==> src/rtl/imem_loader_if.sv <==
// Byte-stream input and instruction-memory write port of the program loader.
// The master modport is the loader side; slave is the host/memory side.
interface imem_loader_if #(
  parameter int ADDR_W = 12
);
  logic [7:0]        byte_in;
  logic              byte_valid;
  logic              byte_ready;
  logic [ADDR_W-1:0] wr_addr;
  logic [31:0]       wr_data;
  logic              wren;

  modport master (
    input  byte_in,
    input  byte_valid,
    output byte_ready,
    output wr_addr,
    output wr_data,
    output wren
  );

  modport slave (
    output byte_in,
    output byte_valid,
    input  byte_ready,
    input  wr_addr,
    input  wr_data,
    input  wren
  );
endinterface

==> src/rtl/imem_loader.sv <==
// Serial program loader: length header, big-endian words written to instruction memory.
// Define IMEM_LOADER_CHECKSUM_EN to add a trailing XOR checksum byte (CHK state).
module imem_loader #(
  parameter int ADDR_W    = 12,
  parameter int MAX_WORDS = 4096
) (
  input  logic            clock,
  input  logic            reset,
  input  logic            start,
  imem_loader_if.master   bus,
  output logic            proc_hold,
  output logic            done,
  output logic            err
);

  typedef enum logic [2:0] {
    S_IDLE,
    S_LEN_HI,
    S_LEN_LO,
    S_DATA,
    S_WRITE,
`ifdef IMEM_LOADER_CHECKSUM_EN
    S_CHK,
`endif
    S_DONE
  } state_t;

  state_t            state_reg, state_next;
  logic [7:0]        len_hi_reg, len_hi_next;
  logic [15:0]       len_reg, len_next;
  logic [1:0]        byte_cnt_reg, byte_cnt_next;
  logic [31:0]       word_reg, word_next;
  logic [ADDR_W-1:0] word_idx_reg, word_idx_next;
  logic [ADDR_W-1:0] wr_addr_reg, wr_addr_next;
  logic [31:0]       wr_data_reg, wr_data_next;
  logic              wren_reg, wren_next;
  logic              byte_ready_reg, byte_ready_next;
  logic              proc_hold_reg, proc_hold_next;
  logic              done_reg, done_next;
  logic              err_reg, err_next;
`ifdef IMEM_LOADER_CHECKSUM_EN
  logic [7:0]        chk_reg, chk_next;
`endif

  logic        accept;
  logic        last_word;
  logic        len_bad;
  logic [15:0] len_full;
  logic [31:0] word_fill;

  assign accept    = byte_ready_reg & bus.byte_valid;
  assign len_full  = {len_hi_reg, bus.byte_in};
  assign len_bad   = (len_full == 16'd0) || (32'(len_full) > 32'(MAX_WORDS));
  assign last_word = (32'(word_idx_reg) == (32'(len_reg) - 32'd1));

  // Byte counter value k steers the incoming byte into lane 3-k (first byte -> [31:24]).
  for (genvar gi = 0; gi < 4; gi++) begin : g_lane
    assign word_fill[gi*8 +: 8] = (byte_cnt_reg == 2'(3 - gi)) ? bus.byte_in
                                                                : word_reg[gi*8 +: 8];
  end

  always_comb begin
    state_next    = state_reg;
    len_hi_next   = len_hi_reg;
    len_next      = len_reg;
    byte_cnt_next = byte_cnt_reg;
    word_next     = word_reg;
    word_idx_next = word_idx_reg;
    wr_addr_next  = wr_addr_reg;
    wr_data_next  = wr_data_reg;
    err_next      = err_reg;
`ifdef IMEM_LOADER_CHECKSUM_EN
    chk_next      = chk_reg;
`endif

    case (state_reg)
      S_IDLE, S_DONE: begin
        if (start) begin
          state_next    = S_LEN_HI;
          word_idx_next = '0;
          byte_cnt_next = 2'd0;
          err_next      = 1'b0;
`ifdef IMEM_LOADER_CHECKSUM_EN
          chk_next      = 8'd0;
`endif
        end
      end
      S_LEN_HI: begin
        if (accept) begin
          len_hi_next = bus.byte_in;
          state_next  = S_LEN_LO;
        end
      end
      S_LEN_LO: begin
        if (accept) begin
          len_next = len_full;
          if (len_bad) begin
            err_next   = 1'b1;
            state_next = S_DONE;
          end else begin
            state_next = S_DATA;
          end
        end
      end
      S_DATA: begin
        if (accept) begin
          word_next     = word_fill;
          byte_cnt_next = byte_cnt_reg + 2'd1;
`ifdef IMEM_LOADER_CHECKSUM_EN
          chk_next      = chk_reg ^ bus.byte_in;
`endif
          if (byte_cnt_reg == 2'd3) begin
            state_next   = S_WRITE;
            wr_addr_next = word_idx_reg;
            wr_data_next = word_fill;
          end
        end
      end
      S_WRITE: begin
        // wr_addr is only loaded in DATA, so a wrap of the index past the last word is harmless.
        word_idx_next = word_idx_reg + 1'b1;
        if (last_word) begin
`ifdef IMEM_LOADER_CHECKSUM_EN
          state_next = S_CHK;
`else
          state_next = S_DONE;
`endif
        end else begin
          state_next = S_DATA;
        end
      end
`ifdef IMEM_LOADER_CHECKSUM_EN
      S_CHK: begin
        if (accept) begin
          err_next   = (bus.byte_in != chk_reg);
          state_next = S_DONE;
        end
      end
`endif
      default: state_next = S_IDLE;
    endcase

    // Status outputs are registered copies of what the next state implies.
    wren_next       = (state_next == S_WRITE);
    proc_hold_next  = (state_next != S_IDLE) && (state_next != S_DONE);
    byte_ready_next = proc_hold_next && (state_next != S_WRITE);
    done_next       = (state_next == S_DONE);
  end

  always_ff @(posedge clock) begin
    if (reset) begin
      state_reg      <= S_IDLE;
      len_hi_reg     <= 8'd0;
      len_reg        <= 16'd0;
      byte_cnt_reg   <= 2'd0;
      word_reg       <= 32'd0;
      word_idx_reg   <= '0;
      wr_addr_reg    <= '0;
      wr_data_reg    <= 32'd0;
      wren_reg       <= 1'b0;
      byte_ready_reg <= 1'b0;
      proc_hold_reg  <= 1'b0;
      done_reg       <= 1'b0;
      err_reg        <= 1'b0;
`ifdef IMEM_LOADER_CHECKSUM_EN
      chk_reg        <= 8'd0;
`endif
    end else begin
      state_reg      <= state_next;
      len_hi_reg     <= len_hi_next;
      len_reg        <= len_next;
      byte_cnt_reg   <= byte_cnt_next;
      word_reg       <= word_next;
      word_idx_reg   <= word_idx_next;
      wr_addr_reg    <= wr_addr_next;
      wr_data_reg    <= wr_data_next;
      wren_reg       <= wren_next;
      byte_ready_reg <= byte_ready_next;
      proc_hold_reg  <= proc_hold_next;
      done_reg       <= done_next;
      err_reg        <= err_next;
`ifdef IMEM_LOADER_CHECKSUM_EN
      chk_reg        <= chk_next;
`endif
    end
  end

  assign bus.byte_ready = byte_ready_reg;
  assign bus.wr_addr    = wr_addr_reg;
  assign bus.wr_data    = wr_data_reg;
  assign bus.wren       = wren_reg;
  assign proc_hold      = proc_hold_reg;
  assign done           = done_reg;
  assign err            = err_reg;

endmodule

==> src/flat_wrapper.sv <==
// flat-port wrapper written by rule: the top's interface ports become plain ports
module imem_loader_flat 
#(
  parameter int ADDR_W    = 12,
  parameter int MAX_WORDS = 4096
)
  (clock, reset, start, proc_hold, done, err, bus_byte_in, bus_byte_valid, bus_byte_ready, bus_wr_addr, bus_wr_data, bus_wren);
  imem_loader_if #(.ADDR_W(ADDR_W)) bus_i ();
  input  logic clock;
  input  logic reset;
  input  logic start;
  output logic proc_hold;
  output logic done;
  output logic err;
  input wire logic [$bits(bus_i.byte_in)-1:0] bus_byte_in;
  input wire logic [$bits(bus_i.byte_valid)-1:0] bus_byte_valid;
  output wire logic [$bits(bus_i.byte_ready)-1:0] bus_byte_ready;
  output wire logic [$bits(bus_i.wr_addr)-1:0] bus_wr_addr;
  output wire logic [$bits(bus_i.wr_data)-1:0] bus_wr_data;
  output wire logic [$bits(bus_i.wren)-1:0] bus_wren;
  assign bus_i.byte_in = bus_byte_in;
  assign bus_i.byte_valid = bus_byte_valid;
  assign bus_byte_ready = bus_i.byte_ready;
  assign bus_wr_addr = bus_i.wr_addr;
  assign bus_wr_data = bus_i.wr_data;
  assign bus_wren = bus_i.wren;
  imem_loader #(.ADDR_W(ADDR_W), .MAX_WORDS(MAX_WORDS)) u_core (.clock(clock), .reset(reset), .start(start), .bus(bus_i), .proc_hold(proc_hold), .done(done), .err(err));
endmodule
==> config.mk <==
export PLATFORM = sky130hd
export DESIGN_NAME = imem_loader_flat
export DESIGN_NICKNAME = d
export VERILOG_FILES = /design/src/rtl/imem_loader_if.sv /design/src/rtl/imem_loader.sv /design/src/flat_wrapper.sv
export SDC_FILE = /design/constraint.sdc
export NUM_CORES = 1
export LEC_CHECK = 0
export BUFFER_PORTS_ARGS = -buffer_cell sky130_fd_sc_hd__buf_2
export CAP_MARGIN = 0
export CORE_ASPECT_RATIO = 0.75
export CORE_MARGIN = 5
export CORE_UTILIZATION = 45
export CTS_CLUSTER_SIZE = 8
export DETAILED_ROUTE_END_ITERATION = 8
export GPL_TIMING_DRIVEN = 0
export PLACE_DENSITY = 0.65
export SLEW_MARGIN = 15
export SYNTH_ARGS = -nofsm -noshare
export SYNTH_HDL_FRONTEND = slang
export SYNTH_SLANG_ARGS = --single-unit
export TNS_END_PERCENT = 20
==> constraint.sdc <==
create_clock -name clock -period 2.2 [get_ports clock]
set_input_delay 0.11 -clock clock [delete_from_list [all_inputs] [get_ports clock]]
set_output_delay 0.11 -clock clock [all_outputs]
set_load 0.005 [all_outputs]
==> flow_summary.yaml <==
drt:
  vias_per_cell: 5.774
  vias: 4983
  routed_wl_um: 15120
  ant_nets: 0
  drcViolationCount: 0
  dr.pass1.iters: 6
  first_iter_violations: 420
  wl_per_cell_um: 17.52
pwr:
  p_leak_nw: 2.394
  p_total_mw: 5.047
  switching_share_pct: 22.18
  vdd_ir_drop_max_v: 0.0005187
  clkPwrFrac_pct: 54.1
  pwr-share-seq_pct: 41.4
  switchingPower_mw: 1.119
  p_per_area_mw_per_mm2: 785.0
  internal_power_mw: 3.927
  p_comb_share_pct: 4.5
synthesis:
  yosysWarningCount: 0
  post_synth_num_cell_types: 57
  syn_inst: 634
  synth_area_leader_cell: "dfxtp_1"
  avgSynthCellArea_sq_um: 8.155
  async_flop_share_pct: 0
  synth_edf_count: 0
  synthesis.area_sq_mm: 0.005170
  synthFlopType: "dfxtp_1"
  synth_seq_cells: 114
  yosysSeqAreaShare_pct: 44.14
  synth_top_area_share_pct: 44.14
  synth_area_leaders: "dfxtp_1 44%, nand2_1 8.7%, a21oi_1 6.8%, mux2i_1 6.8%, nor2_1 4.1%"
  syn_nets: 652
worst_hold_path:
  min_path_cells: 5
  whs_endpoint: "u_core.len_reg[0]$_SDFFE_PP0P_"
  min_from: "bus_byte_valid"
  hp-class: "primary input to flop"
final_layout:
  nets: 728
  fillerInstances: 979
  area_growth_pct: 24.35
  drive_above_1_share_pct: 18.95
  largest_register_ffs: 32
  final_core_util_pct: 58.10
  n_antenna_cell: 0
  instances_no_fill: 863
floorplanning:
  core_area_sq_mm: 0.01107
  ios: 61
  row_count: 33
  die_h_um: 102.8
  start_util_pct: 46.72
  die_area_sq_mm: 0.01375
  die_w_um: 133.8
global_route:
  grt_pass1_vias: 4911
  grt_pass1_wl_um: 24630
  grt-ovfl-total: 0
  grt_max_degree: 17
  grtUsageTotal_pct: 22.64
  antenna_found_initial: 0
timing:
  setup_viol: 0
  clock_skew_ns: 0.007688
  finalCritPeriodShare_pct: 97.69
  setup_tns_ns: 0
  layout_min_cycle_time_ns: 2.149
  relSlewSlack_pct: 45.06
  worst_hold_slack_ns: 0.1888
  max_freq_mhz: 465.3
  hold_viol: 0
  worst_slew_pin_slew_ns: 0.8196
  drv_slew: 0
  rsz0062_at_grt: "true"
placement:
  portBuffers: 51
  dp_hpwl_um: 10550
  globalplace.congestion: 0.8822
  placed_cells: 825
clocking:
  cts_tree: "done"
  clkTransAtPathRegs_ns: 0.05
  numClockSinks: 114
  clock_latency_ns: 0.42
  cts_max_level: 4
  cts-buffers-inserted: 17
  clk_path_buf_depth: 2
  root_buffer: "clkbuf_16"
setup_path:
  reg2reg_slack_ns: 0.05
  cp.arrival_ns: 2.49
  regToRegStartpoint: "u_core.len_reg[1]$_SDFFE_PP0P_"
  critPathMaxFanout: 6
  start_kind: "flop"
  crit_type: "flop to flop"
  endpoint_kind: "flop"
  r2r-end: "u_core.state_reg[2]$_SDFF_PP0_"
  ff2ff_path_depth: 8
  cp.required_ns: 2.54
run_status:
  run_status: "completed"
flow_run:
  drv_cap: 0
[metrics by stage]
stage	worst slack, ns	cell area [sq um]
floorplan	0.07310	5170
global placement	-0.2661	5600
detailed placement	-0.2906	5600
CTS	0.0005285	6295
global route	-0.07122	6429
finish	0.05079	6429
[power by group through the flow]
stage          clock, mW  sequential [mW]  combinational, mW
6_report            2.73             2.09              0.225
5_1_grt             2.86             2.09              0.244
2_1_floorplan          0             2.13              0.135
3_5_place_dp           0             2.13              0.205
4_1_cts             2.75             2.09              0.212
3_3_place_gp           0             2.13              0.200
[repair_timing]
item	4_1_cts	5_1_grt
endpoints found under the setup margin	46	83
pin swaps	4	7
hold buffers	0	0
buffers inserted	3	3
gates resized for setup	23	27
cloned	0	0
[cells in the final DEF, fill, tap and decap left out, drive strengths merged, types with 3 or more instances in the layout]
cell,count
a211oi,24
a21oi,70
a22oi,3
a311oi,3
a31oi,3
and3,7
buf,63
clkbuf,71
clkinv,3
clkinvlp,3
dfxtp,114
ha,6
inv,9
mux2,4
mux2i,35
nand2,120
nand2b,6
nand3,33
nand3b,4
nand4,4
nor2,56
nor2b,3
nor3,7
nor3b,3
nor4,11
o211ai,3
o21ai,9
or4,3
xnor2,12
xor2,3
[cell usage after synthesis (2+ instances only)]
library cell / n
nand2_1: 120
dfxtp_1: 114
a21oi_1: 70
nor2_1: 56
clkbuf_1: 43
mux2i_1: 35
nand3_1: 33
a211oi_1: 24
xnor2_1: 12
inv_1: 9
nor4_1: 9
o21ai_0: 9
and3_1: 7
ha_1: 6
nand2b_1: 6
buf_1: 5
buf_2: 5
nor3_1: 5
mux2_2: 4
nand3b_1: 4
nand4_1: 4
a22oi_1: 3
a311oi_1: 3
a31oi_1: 3
nor2b_1: 3
nor3b_1: 3
o211ai_1: 3
or4_1: 3
xor2_1: 3
a21o_1: 2
nor3_2: 2
[logic make-up after synthesis]
family,share of synthesized area [%]
AOI/OAI and AO/OA,15.71
xor gates and xnor gates,2.541
adders and majority gates,1.452
buffers and inverters,4.622
DFF,44.14
muxes,7.648
and+or+nand+nor,23.89
[worst max-delay path by stage]
| stage | start | to | slack, ns | cells past startpoint |
|---|---|---|---|---|
| 2_1_floorplan | u_core.len_reg[0]$_SDFFE_PP0P_ | u_core.state_reg[2]$_SDFF_PP0_ | 0.07 | 8 |
| 5_1_grt | u_core.state_reg[1]$_SDFF_PP0_ | u_core.bus.wr_addr[11]$_SDFFE_PP0P_ | -0.07 | 8 |
| 4_1_cts | u_core.state_reg[2]$_SDFF_PP0_ | u_core.word_idx_reg[11]$_SDFFE_PP0P_ | 0.0005 | 7 |
| 3_5_place_dp | u_core.len_reg[0]$_SDFFE_PP0P_ | u_core.bus.byte_ready$_SDFF_PP0_ | -0.29 | 8 |
| 6_report | u_core.len_reg[1]$_SDFFE_PP0P_ | u_core.state_reg[2]$_SDFF_PP0_ | 0.05 | 8 |
| 3_3_place_gp | u_core.len_reg[0]$_SDFFE_PP0P_ | u_core.bus.byte_ready$_SDFF_PP0_ | -0.27 | 8 |
[critical path: stages, from the launching register on]
cell and delay, ns:
dfxtp_4 0.36, inv_2 0.07, ha_4 0.17, nor3b_4 0.27, nand3_2 0.13, mux2i_2 0.24
nand3_2 0.12, or4_4 0.58, a21oi_1 0.15
[area by class of cell]
class | count | area (sq um) | area share (%)
clock inverters | 8 | 101.3 | 1.576
multi-input cells | 458 | 2810 | 43.71
plain buffers | 53 | 225.2 | 3.503
inverters | 9 | 33.78 | 0.5255
flip-flops and latches | 114 | 2291 | 35.64
well taps | 140 | 175.2 | 2.725
repair buffers | 57 | 300.3 | 4.671
clock buffers | 24 | 491.7 | 7.649
[per-layer routing]
| metal | GRT usage [%] | share of wire, % | up-vias |
|---|---|---|---|
| li1 | - | - | 2357 |
| met1 | 31.53 | 47 | 2378 |
| met2 | 33.80 | 42 | 223 |
| met3 | 6.244 | 9.0 | 25 |
| met4 | 8.300 | 1.6 | 0 |
| met5 | 0 | 0 | - |
Note: power is estimated with default switching activity, not from simulation.
